--- config.mk ---
export PLATFORM = sky130hd
export DESIGN_NAME = prog_load_ctrl
export DESIGN_NICKNAME = d
export VERILOG_FILES = /design/src/rtl/prog_load_ctrl.sv
export SDC_FILE = /design/constraint.sdc
export NUM_CORES = 1
export LEC_CHECK = 0
export ABC_AREA = 1
export BUFFER_PORTS_ARGS = -buffer_cell sky130_fd_sc_hd__buf_2
export CORE_ASPECT_RATIO = 1.5
export CORE_MARGIN = 2
export CORE_UTILIZATION = 48
export DETAILED_ROUTE_END_ITERATION = 8
export PLACE_DENSITY = 0.77
export REMOVE_ABC_BUFFERS = 1
export SYNTH_ARGS = -nofsm -noshare
export SYNTH_HDL_FRONTEND = slang
export SYNTH_SLANG_ARGS = --single-unit
--- constraint.sdc ---
create_clock -name clk -period 1.7 [get_ports clk]
set_clock_uncertainty 0.05 [all_clocks]
set_input_delay 0.425 -clock clk [delete_from_list [all_inputs] [get_ports clk]]
set_output_delay 0.425 -clock clk [all_outputs]
set_load 0.01 [all_outputs]
--- src/rtl/prog_load_ctrl.sv ---
// Program-load and run/halt/step sequencer for one TIS node's instruction RAM.
// Optional PROG_LOAD_STEP_CNT_EN adds a saturating executed-cycle counter (step_count).
module prog_load_ctrl #(
  parameter int OPCODE_W    = 21,
  parameter int ADDR_W      = 5,
  parameter int MAX_ENTRIES = 32
) (
  input  logic                clk,
  input  logic                reset,
  input  logic                load_start,
  input  logic                load_valid,
  input  logic [OPCODE_W-1:0] load_data,
  input  logic                load_last,
  output logic                load_ready,
  output logic                mem_we,
  output logic [ADDR_W-1:0]   mem_addr,
  output logic [OPCODE_W-1:0] mem_wdata,
  output logic [ADDR_W:0]     num_entries,
  output logic                node_reset,
  output logic                node_clk_en,
  input  logic                run_cmd,
  input  logic                halt_cmd,
  input  logic                step_cmd,
  output logic                running,
  output logic                load_err
`ifdef PROG_LOAD_STEP_CNT_EN
  ,
  output logic [15:0]         step_count
`endif
);

  typedef enum logic [2:0] {IDLE, LOAD, FLUSH, HALTED, RUN, STEP} state_t;

  localparam logic [ADDR_W:0] LAST_CNT = (ADDR_W+1)'(MAX_ENTRIES - 1);

  state_t          state;
  logic [ADDR_W:0] cnt;
  logic            start_load;
  logic            word_acc;

  // load_start outranks every other command in all states except LOAD and FLUSH
  always_comb begin
    start_load = 1'b0;
    if (load_start && state != LOAD && state != FLUSH)
      start_load = 1'b1;
  end

  always_comb begin
    word_acc = 1'b0;
    if (state == LOAD && load_valid && load_ready)
      word_acc = 1'b1;
  end

  always_ff @(posedge clk) begin
    if (reset) begin
      state       <= IDLE;
      cnt         <= '0;
      load_ready  <= 1'b0;
      mem_we      <= 1'b0;
      mem_addr    <= '0;
      mem_wdata   <= '0;
      num_entries <= '0;
      node_reset  <= 1'b1;
      node_clk_en <= 1'b0;
      running     <= 1'b0;
      load_err    <= 1'b0;
    end else begin
      mem_we <= 1'b0;
      if (start_load) begin
        state       <= LOAD;
        cnt         <= '0;
        load_ready  <= 1'b1;
        load_err    <= 1'b0;
        node_reset  <= 1'b1;
        node_clk_en <= 1'b0;
        running     <= 1'b0;
      end else begin
        case (state)
          LOAD: begin
            if (word_acc) begin
              mem_we    <= 1'b1;
              mem_addr  <= cnt[ADDR_W-1:0];
              mem_wdata <= load_data;
              cnt       <= cnt + 1'b1;
              // a full RAM without load_last closes the program as an overflow
              if (load_last || cnt == LAST_CNT) begin
                state      <= FLUSH;
                load_ready <= 1'b0;
                load_err   <= ~load_last;
              end
            end
          end
          FLUSH: begin
            num_entries <= cnt;
            node_reset  <= 1'b0;
            state       <= HALTED;
          end
          HALTED: begin
            if (halt_cmd) begin
              state <= HALTED;
            end else if (step_cmd) begin
              state       <= STEP;
              node_clk_en <= 1'b1;
            end else if (run_cmd) begin
              state       <= RUN;
              node_clk_en <= 1'b1;
              running     <= 1'b1;
            end
          end
          RUN: begin
            if (halt_cmd) begin
              state       <= HALTED;
              node_clk_en <= 1'b0;
              running     <= 1'b0;
            end
          end
          STEP: begin
            state       <= HALTED;
            node_clk_en <= 1'b0;
          end
          IDLE: begin
            node_reset <= 1'b1;
          end
          default: begin
            state <= IDLE;
          end
        endcase
      end
    end
  end

`ifdef PROG_LOAD_STEP_CNT_EN
  always_ff @(posedge clk) begin
    if (reset || start_load)
      step_count <= '0;
    else if (node_clk_en && step_count != '1)
      step_count <= step_count + 16'd1;
  end
`endif

endmodule

Yosys cells after proc, flatten, opt, wreduce, memory -nomap -nowiden --
Index checks and enable logic that the tools add are counted.
Word-level totals: output and inout bits 38, memories kept 0, latch bits 0, flip-flop bits (word level) 47, word-level logic and storage cells 86, input bits 29, memory bits (writable) 0, bits in read-only memories 0
Operators by class: shift-type cells 0, multiplexer cells 24, magnitude comparators 0, reduce and logical (&&, ||, !) cells 24, bitwise logic cells 4, multipliers 0, $add $sub $neg 1, equal/unequal tests 21, divide/modulo/power cells 0
Operators with widths (count):
- $mux 3 | 6
- $pmux 3 s5 | 1
- $reduce_and 5->1 | 3
- $mux 1 | 14
- $ne 2x2->1 const B | 6
- $reduce_bool 2->1 | 5
- $ne 3x3->1 const B | 3
- $reduce_and 3->1 | 3
- $add 6x1->6 const B | 1
- $eq 3x2->1 const B | 2
- $eq 3x3->1 const B | 2
- $eq 6x5->1 const B | 1
- $ne 3x2->1 const B | 2
- $ne 5x5->1 const B | 1
- $logic_and 1x1->1 | 4
- $ne 4x4->1 const B | 1
- $not 1->1 | 4
- $pmux 1 s2 | 2
- $reduce_and 2->1 | 2
- $reduce_and 4->1 | 1
- $reduce_or 2->1 | 2
- $eq 3x1->1 const B | 1
- $logic_not 3->1 | 1
- $ne 3x1->1 const B | 1
- other kinds (5) | 5

Depth between registers and ports, before layout --
Gate-level depths: netlist (run 1).
word-level depth 7, mapped depth 8

Worst setup path before layout (run 1) --
No wires, ideal clock.
path type reg2reg, start register cnt[1], end register state[0], data required time 1.535 ns, library setup time 0.115 ns, clock period less this slack 1.331 ns, stages on the path, launching flop included 9, arrival 1.166 ns, path slack 0.369 ns, path buffers 0, cell sequence dfxtp_1 ha_1 nand3_1 o21ai_0 nand2_1 nand2_1 nand3_1 nand2_1 nor2_1
Between the ends: longest elaborated chain between the ends 4
Ends and longest elaborated chain:
- from (decl) | line 37 | logic [ADDR_W:0] cnt;
- from (signal assigned) | line 84 | cnt <= cnt + 1'b1;
- $eq 6x5->1 | line 86 | if (load_last || cnt == LAST_CNT) begin
- $logic_or 1x1->1 | line 86
- $ne 3x2->1 (no source line)
- $reduce_and 5->1 (no source line)
- to (signal assigned) | line 87 | state <= FLUSH;
- to (signal assigned) | line 96 | state <= HALTED;
- to (signal assigned) | line 100 | state <= HALTED;
- to (decl) | line 36 | state_t state;
Every way passes these cells. A chain may end at the register's enable or synchronous reset.

Final worst setup path (run 1) --
Same ends and word-level chain as after synthesis.

==> results.txt, run 1 <==
- Status: completed
* Clock tree root buffer cell: sky130_fd_sc_hd__clkbuf_8
- Synthesis handed over a netlist of 242 instances.
* Total of buffers placed on input and output ports: 66
- Number of flip-flops and latches in the synthesized netlist: 47
- Leakage power: 1.169 nW
* Inserted Clock Buffers: 5
- In this run the count of I/O pins placed on the die edge is 67.
- Met3 global-route usage: 0.06742
* Crit path launch type: flop
* Slowest CP cell: sky130_fd_sc_hd__dfxtp_1
- RD Place Congestion: 0.8790
* Unrepaired setup endpoints after global routing: no
- Data on the critical path is required at its endpoint by 1.85 ns.
- Number of placement rows: 27
- The share of the Yosys chip area taken by registers is 0.5105.
* Transition time at the pin with the least slew margin: 0.3228 ns
* Most congested layer reported by global routing: met2
- The die covers 4362 um^2.
* Post-CTS clock slew at the launch and capture registers of the worst setup and hold paths: 0.08 ns
- Unique masters post-synth: 26
- Number of global-route vias before repair: 1587
- Along the worst path, the maximum fanout reaches 5.
* Period utilisation layout: 0.8974
- Pwr Density: 1019 nW/um^2
- Count of antenna-violating nets left after detailed routing: 0
* Post CTS Setup Buffer Count: 0
- In the routed layout, each cell is associated on average with a via count of 5.025.
- Global Route met1 Usage: 0.2446
* Most common cell on crit path: sky130_fd_sc_hd__nand2_1
* Avg WL per Cell: 11.85 um
- STA classifies the critical path endpoint as a flop.
- The initial antenna violation count was 0.
- Global-route congestion overflow total: 0
* Estimated wirelength of the detail-placed design: 3114 um
- For this run, the detailed router's first-pass iteration total came to 4.
* Number of maximum-capacitance violations: 0
- Initial cell density of the core: 0.5005
- Total standard cell area after synthesis: 1843 um^2
- Fill cell total of the finished layout: 340
* Via count: 1784
- Routing usage on met2: 0.3488
* Proportion of layout cells with a drive suffix above 1: 0.2821
- Class of the tightest hold or removal check: primary input to flop
- The average instance in the mapped netlist occupies 7.616 um^2.
* Final number of max-transition violations: 0
* DR iter-0 viols: 38
* Diode insertion count for antenna repair: 0
- Synth-to-Final Area Change: 26.41%
- No sink is reached through more buffers than the 2 on the longest clock path.
- The region available for standard cell placement spans 3682 um^2.
- First-pass GRT wire length: 6706 um
* Final Util: 0.6327
- On the final layout, the worst hold slack is 0.2886 ns.
- Timing would allow up to 655.5 MHz.
* Tot GR Track Use: 0.2095
- IR analysis of the VDD net gives a maximum drop of 0.5928 mV.
- Vertical die dimension: 79.89 um
- Hold buffer count at CTS: 0
- The critical path contains buffers and inverters numbering 0 combined.
- Setup total negative slack on the finished layout was measured at 0 ns.
* Maximum number of pins on one net before global-route repair: 30
* Resize count post-CTS: 0
- Setup violations remaining at the end of the flow were counted as 0.
- The smallest clock period supported by the final layout is computed as 1.526 ns.
- Overall routed net length: 4206 um
* Worst slew margin: 0.7825
- Number of design rule violations left after detail routing: 0
- Stage delay of the slowest cell on the critical path: 0.40 ns
- From left edge to right edge, the die measures 54.60 um.
* WP data arrival: 1.68 ns
* Max H-tree Level: 2
- The later pin in the worst-skew pair is clocked with a latency of 0.30 ns.
- In the final design database the tool counted 341 nets.
* Synth warn: 0
- The number of hold violations in the final report is 0.
- The signal on the critical path passes through ha_1 > nand3_1 > o21ai_0 > nand2_1 > nand2_1 > nand3_1 > nand2_1 > nor2_1.
- Setup Crit Path Kind: flop to flop
- Clock tree synthesis found a total of 47 sinks.
* Clock tree from TritonCTS: yes
- Top Family by Delay on Critical Path: simple AND/OR/NAND/NOR gates
==> cells in the final DEF, fill, tap and decap left out, drive strengths merged <==
cell	n
nand3	12
nor3	4
a21oi	19
buf	72
clkinv	1
dfxtp	47
a22oi	1
ha	1
nand2	35
a211oi	1
o21a	1
xor2	1
nor2	57
o21ai	32
bufinv	1
nand4	1
clkbuf	6
o211a	1
inv	19
==> worst register-to-register path: cells and delay by family, from the launching register on <==
family                   cells  cell delay, ns
AND/OR/NAND/NOR              6            0.56
adder cells (fa/ha/maj)      1            0.19
flip-flops                   1            0.40
AO/OA/AOI/OAI                1            0.23
==> layer usage <==
| layer | wire length [um] | vias up |
|---|---|---|
| met5 | 0 | - |
| met4 | 67 | 0 |
| met3 | 292 | 9 |
| met2 | 2045 | 59 |
| met1 | 1800 | 796 |
| li1 | - | 920 |
==> synthesized netlist by cell type <==
cell type                  count  area [um^2]
sky130_fd_sc_hd__a211oi_1      1        7.510
sky130_fd_sc_hd__a21oi_1      19        95.09
sky130_fd_sc_hd__a22oi_1       1        7.510
sky130_fd_sc_hd__buf_2         5        25.02
sky130_fd_sc_hd__buf_6         2        22.52
sky130_fd_sc_hd__clkbuf_1      2        7.510
sky130_fd_sc_hd__clkbuf_2      1        5.000
sky130_fd_sc_hd__dfxtp_1      47        940.9
sky130_fd_sc_hd__ha_1          1        12.51
sky130_fd_sc_hd__inv_1        16        60.06
sky130_fd_sc_hd__inv_2         3        11.26
sky130_fd_sc_hd__nand2_1      34        127.6
sky130_fd_sc_hd__nand2_2       1        6.260
sky130_fd_sc_hd__nand3_1      10        50.05
sky130_fd_sc_hd__nand3_2       1        10.01
sky130_fd_sc_hd__nand3_4       1        17.52
sky130_fd_sc_hd__nand4_1       1        6.260
sky130_fd_sc_hd__nor2_1       55        206.5
sky130_fd_sc_hd__nor2_2        1        6.260
sky130_fd_sc_hd__nor2_4        1        11.26
sky130_fd_sc_hd__nor3_1        4        20.02
sky130_fd_sc_hd__o211a_1       1        10.01
sky130_fd_sc_hd__o21a_1        1        7.510
sky130_fd_sc_hd__o21ai_0      31        155.2
sky130_fd_sc_hd__o21ai_1       1        5.000
sky130_fd_sc_hd__xor2_1        1        8.760
==> layout make-up <==
| class | instances | area, um^2 | area share |
|---|---|---|---|
| clock buffer | 6 | 82.58 | 0.03545 |
| clock inverter | 2 | 35.03 | 0.01504 |
| multi-input combinational | 166 | 770.7 | 0.3308 |
| timing repair buffer | 72 | 375.4 | 0.1611 |
| sequential | 47 | 940.9 | 0.4039 |
| tap | 43 | 53.80 | 0.02309 |
| inverter | 19 | 71.32 | 0.03061 |
==> stage by stage <==
stage / setup slack, ns / cells / area [um^2] / total power, mW
after CTS: 0.1719 / 355 / 2330 / 2.385
final: 0.1743 / 355 / 2330 / 2.373
after detailed placement: 0.2313 / 347 / 2212 / 1.557
after global routing: 0.02359 / 355 / 2330 / 2.469
after floorplan: 0.03377 / 232 / 1783 / 1.417
after global placement: 0.2914 / 347 / 2212 / 1.551
==> power by group <==
part           switching [mW]  total (mW)  internal, mW
combinational           0.205       0.338         0.133
sequential             0.0363        1.19          1.16
clock                   0.365       0.841         0.476
total                   0.606        2.37          1.77
==> registers in the layout, indices dropped and copies added, names as in the netlist, 3 cells and up <==
register and flops:
cnt 6, mem_addr 5, mem_wdata 21, num_entries 6, state 3
==> cell families after synthesis <==
kind of cell    count (synthesis)  share of synthesized area
compound gates                 55                     0.1561
xor+xnor                        1                   0.004753
fa+ha+maj                       1                   0.006788
buf+inv                        29                    0.07128
flops                          47                     0.5105
simple gates                  109                     0.2505
==> path summary, 6_finish.rpt <==
path / startpoint / to / slack (ns) / depth (start not counted)
min: load_data[15] / mem_wdata[15]$_SDFFE_PP0P_ / 0.29 / 3
max: cnt[1]$_SDFFE_PP0P_ / state[0]$_SDFFE_PP0P_ / 0.17 / 8
min reg2reg: node_clk_en$_SDFFE_PP0P_ / node_clk_en$_SDFFE_PP0P_ / 0.40 / 2
max reg2reg: cnt[1]$_SDFFE_PP0P_ / state[0]$_SDFFE_PP0P_ / 0.17 / 8
(Power assumes the default switching activity.)
==> run 2, diff against run 1 <==
==> constraint.sdc (replaced) <==
create_clock -name clk -period 1.75 [get_ports clk]
set_clock_uncertainty 0.05 [all_clocks]
set_input_delay 0.4375 -clock clk [delete_from_list [all_inputs] [get_ports clk]]
set_output_delay 0.4375 -clock clk [all_outputs]
set_load 0.01 [all_outputs]
==> results.txt, run 2 (synthesis gave the netlist of run 1 again) <==
- Status: completed (unchanged).
- The part of the total power dissipated in sequential elements came to 0.505 (was 0.503).
- Most frequent standard cell in the layout excluding fill and tap cells: sky130_fd_sc_hd__buf_2 (unchanged)
- Most flops, register: mem_wdata (unchanged)
- The cell area power density was 986.2 nW/um^2 (was 1019 nW/um^2).
- Layout Cells excl Fill: 355 (unchanged)
* Reg2reg path depth: 7 (was 8)
- Vertical die dimension: 79.89 um (unchanged)
* Maximum fanout along the worst path: 5 (unchanged)
- Clock sink count: 47 (unchanged)
* End of the worst register-to-register path: state[1]$_SDFFE_PP0P_ (was state[0]$_SDFFE_PP0P_)
- Estimated wirelength of the detail-placed design: 3059 um (was 3114 um)
- The setup TNS after final layout came to 0 ns (unchanged).
* Number of design rule violations left after detail routing: 0 (unchanged)
- Registers with the most flip-flops: mem_wdata x21, cnt x6, num_entries x6 (unchanged).
- Switching power summed over all nets: 0.5813 mW (was 0.6063 mW)
* Flip-flop count of the largest register, all copies and words added: 21 (unchanged)
- The count of buffers inserted at the top-level ports was 66 (unchanged).
- Number of maximum-capacitance violations: 0 (unchanged)
- The core box area is 3682 um^2 (unchanged).
* Worst slew margin: 0.8037 (was 0.7825)
- The peak supply drop is 0.8097 mV (was 0.5928 mV).
- The final number of max-transition violations is 0 (unchanged).
- The critical path startpoint category was a flop (unchanged).
- The first-pass GRT wire length came to 6762 um (was 6706 um).
- Clock period minus worst slack: 1.508 ns (was 1.526 ns)
* Overall die width: 54.60 um (unchanged)
- The highest clock frequency the design can meet is 663.1 MHz (was 655.5 MHz).
- Number of global-route vias before repair: 1679 (was 1587)
- The average wire per standard cell came to 11.58 um (was 11.85 um).
* WP data arrival: 1.69 ns (was 1.68 ns)
- Cell count after placement: 347 (unchanged)
- Capturing element type of the critical path: flop (unchanged)
* Required @ worst endpoint: 1.93 ns (was 1.85 ns)
- The fraction of power consumed by the clock network is 0.353 (was 0.354).
* Pwr Total: 2.298 mW (was 2.373 mW)
- Diode insertion count for antenna repair: 0 (unchanged)
- Die footprint: 4362 um^2 (unchanged)
- The cell count of the worst hold path is 3 (unchanged).
- Proportion of layout cells with a drive suffix above 1: 0.2821 (unchanged)
* Post CTS Setup Buffer Count: 0 (unchanged)
- Hold buffer count at CTS: 0 (unchanged)
* DR iter-0 viols: 43 (was 38)
* Commonest cells after routing, fill and taps aside: sky130_fd_sc_hd__buf_2 (66), sky130_fd_sc_hd__nor2_1 (55), sky130_fd_sc_hd__dfxtp_1 (47), sky130_fd_sc_hd__nand2_1 (34), sky130_fd_sc_hd__o21ai_0 (31) (unchanged)
* Initial antenna violation count: 0 (unchanged)
- The worst-case register-to-register setup slack came to 0.24 ns (was 0.17 ns).
- Number of buffers on the longest clock path: 2 (unchanged)
- Setup Crit Path Kind: flop to flop (unchanged)
* Global-route congestion overflow total: 0 (unchanged)
- The final setup violation count is 0 (unchanged).
- The CTS tree was yes (unchanged).
- The total wire length came to 4112 um (was 4206 um).
* Hold Crit Start: load_data[4] (was load_data[15])
- Number of nets at the end of the flow: 341 (unchanged)
* Startpoint of the worst-slack reg-to-reg timing path: cnt[1]$_SDFFE_PP0P_ (unchanged)
- Maximum number of pins on one net before global-route repair: 24 (was 30)
- Unrepaired setup endpoints after global routing: no (unchanged)
- The endpoint of the worst hold path is mem_wdata[4]$_SDFFE_PP0P_ (was mem_wdata[15]$_SDFFE_PP0P_).
* Number of placement rows: 27 (unchanged)
- The routability congestion estimate from global placement was 0.7573 (was 0.8790).
- The share of the clock period used by the worst path was 0.8618 (was 0.8974).
- The share of power burned in combinational logic is 0.142 (was 0.143).
- The static leakage was 1.169 nW (unchanged).
- Via count: 1792 (was 1784)
* Resize count post-CTS: 0 (unchanged)
- Detailed-route vias per instance: 5.048 (was 5.025)
- The length of the first detailed-routing pass in iterations is 4 (unchanged).
- Post-CTS clock slew at the launch and capture registers of the worst setup and hold paths: 0.08 ns (about the same)
* Inserted Clock Buffers: 5 (unchanged)
- The switching power share of the total came to 0.2530 (was 0.2555).
- Clock tree root buffer cell: sky130_fd_sc_hd__clkbuf_8 (unchanged)
* Transition time at the pin with the least slew margin: 0.2914 ns (was 0.3228 ns)
- The number of H-tree branching levels is 2 (unchanged).
- Worst-skew pair later-pin latency: 0.30 ns (about the same)
* Synth-to-Final Area Change: 26.41% (unchanged)
- The cell-internal power came to 1.716 mW (was 1.767 mW).
- Class of the tightest hold or removal check: primary input to flop (unchanged)
* Number of endpoints with negative hold slack in the final report: 0 (unchanged)
* Top Ports: 67 (unchanged)
* Count of antenna-violating nets left after detailed routing: 0 (unchanged)
- Tot GR Track Use: 0.2045 (was 0.2095)
- Initial cell density of the core: 0.5005 (unchanged)
-- run 2: worst max-delay path by stage --
stage	start	endpoint	depth (start not counted)
after global placement	cnt[1]$_SDFFE_PP0P_	state[0]$_SDFFE_PP0P_	8
after global routing	cnt[1]$_SDFFE_PP0P_	state[0]$_SDFFE_PP0P_	8
after floorplan	load_valid	cnt[3]$_SDFFE_PP0P_	6
final	cnt[1]$_SDFFE_PP0P_	state[1]$_SDFFE_PP0P_	7
after CTS	cnt[1]$_SDFFE_PP0P_	state[1]$_SDFFE_PP0P_	7
after detailed placement	cnt[1]$_SDFFE_PP0P_	state[1]$_SDFFE_PP0P_	7
-- run 2: worst max-delay path, stage by stage (launching register included) --
cell and delay, ns:
sky130_fd_sc_hd__dfxtp_1 0.41, sky130_fd_sc_hd__ha_1 0.19, sky130_fd_sc_hd__nand3_1 0.11, sky130_fd_sc_hd__o21ai_0 0.23, sky130_fd_sc_hd__nand2_1 0.14, sky130_fd_sc_hd__nand2_1 0.12, sky130_fd_sc_hd__nand3_1 0.07, sky130_fd_sc_hd__a21oi_1 0.12
-- run 2: final cells by class --
type	instances	area (um^2)
fill	328	1353
sequential	47	940.9
multi-input combinational	166	770.7
timing repair buffer	72	375.4
clock buffer	6	82.58
inverter	19	71.32
tap	43	53.80
clock inverter	2	35.03
-- run 2: power by group through the flow --
| stage | sequential [mW] | combinational, mW | clock, mW |
|---|---|---|---|
| final | 1.16 | 0.327 | 0.811 |
| after global routing | 1.17 | 0.368 | 0.864 |
| after detailed placement | 1.18 | 0.326 | 0 |
| after CTS | 1.16 | 0.329 | 0.827 |
| after global placement | 1.18 | 0.321 | 0 |
| after floorplan | 1.20 | 0.172 | 0 |
-- run 2: per-stage QoR --
step           utilization  area (um^2)  hold slack (ns)  setup slack [ns]
2_1_floorplan            -         1783           0.4110           0.07685
3_3_place_gp        0.6007         2212           0.3877            0.2935
3_5_place_dp        0.6007         2212           0.3870            0.2606
4_1_cts             0.6327         2330           0.3046            0.2291
5_1_grt             0.6327         2330           0.3032           0.05335
6_report            0.6327         2330           0.3070            0.2419
-- run 2: metal layers --
metal,track usage,share of wire,vias to the layer above
met4,0.06750,0.010,0
li1,-,-,914
met5,0,0,-
met2,0.3488,0.50,54
met1,0.2464,0.43,818
met3,0.03933,0.057,6
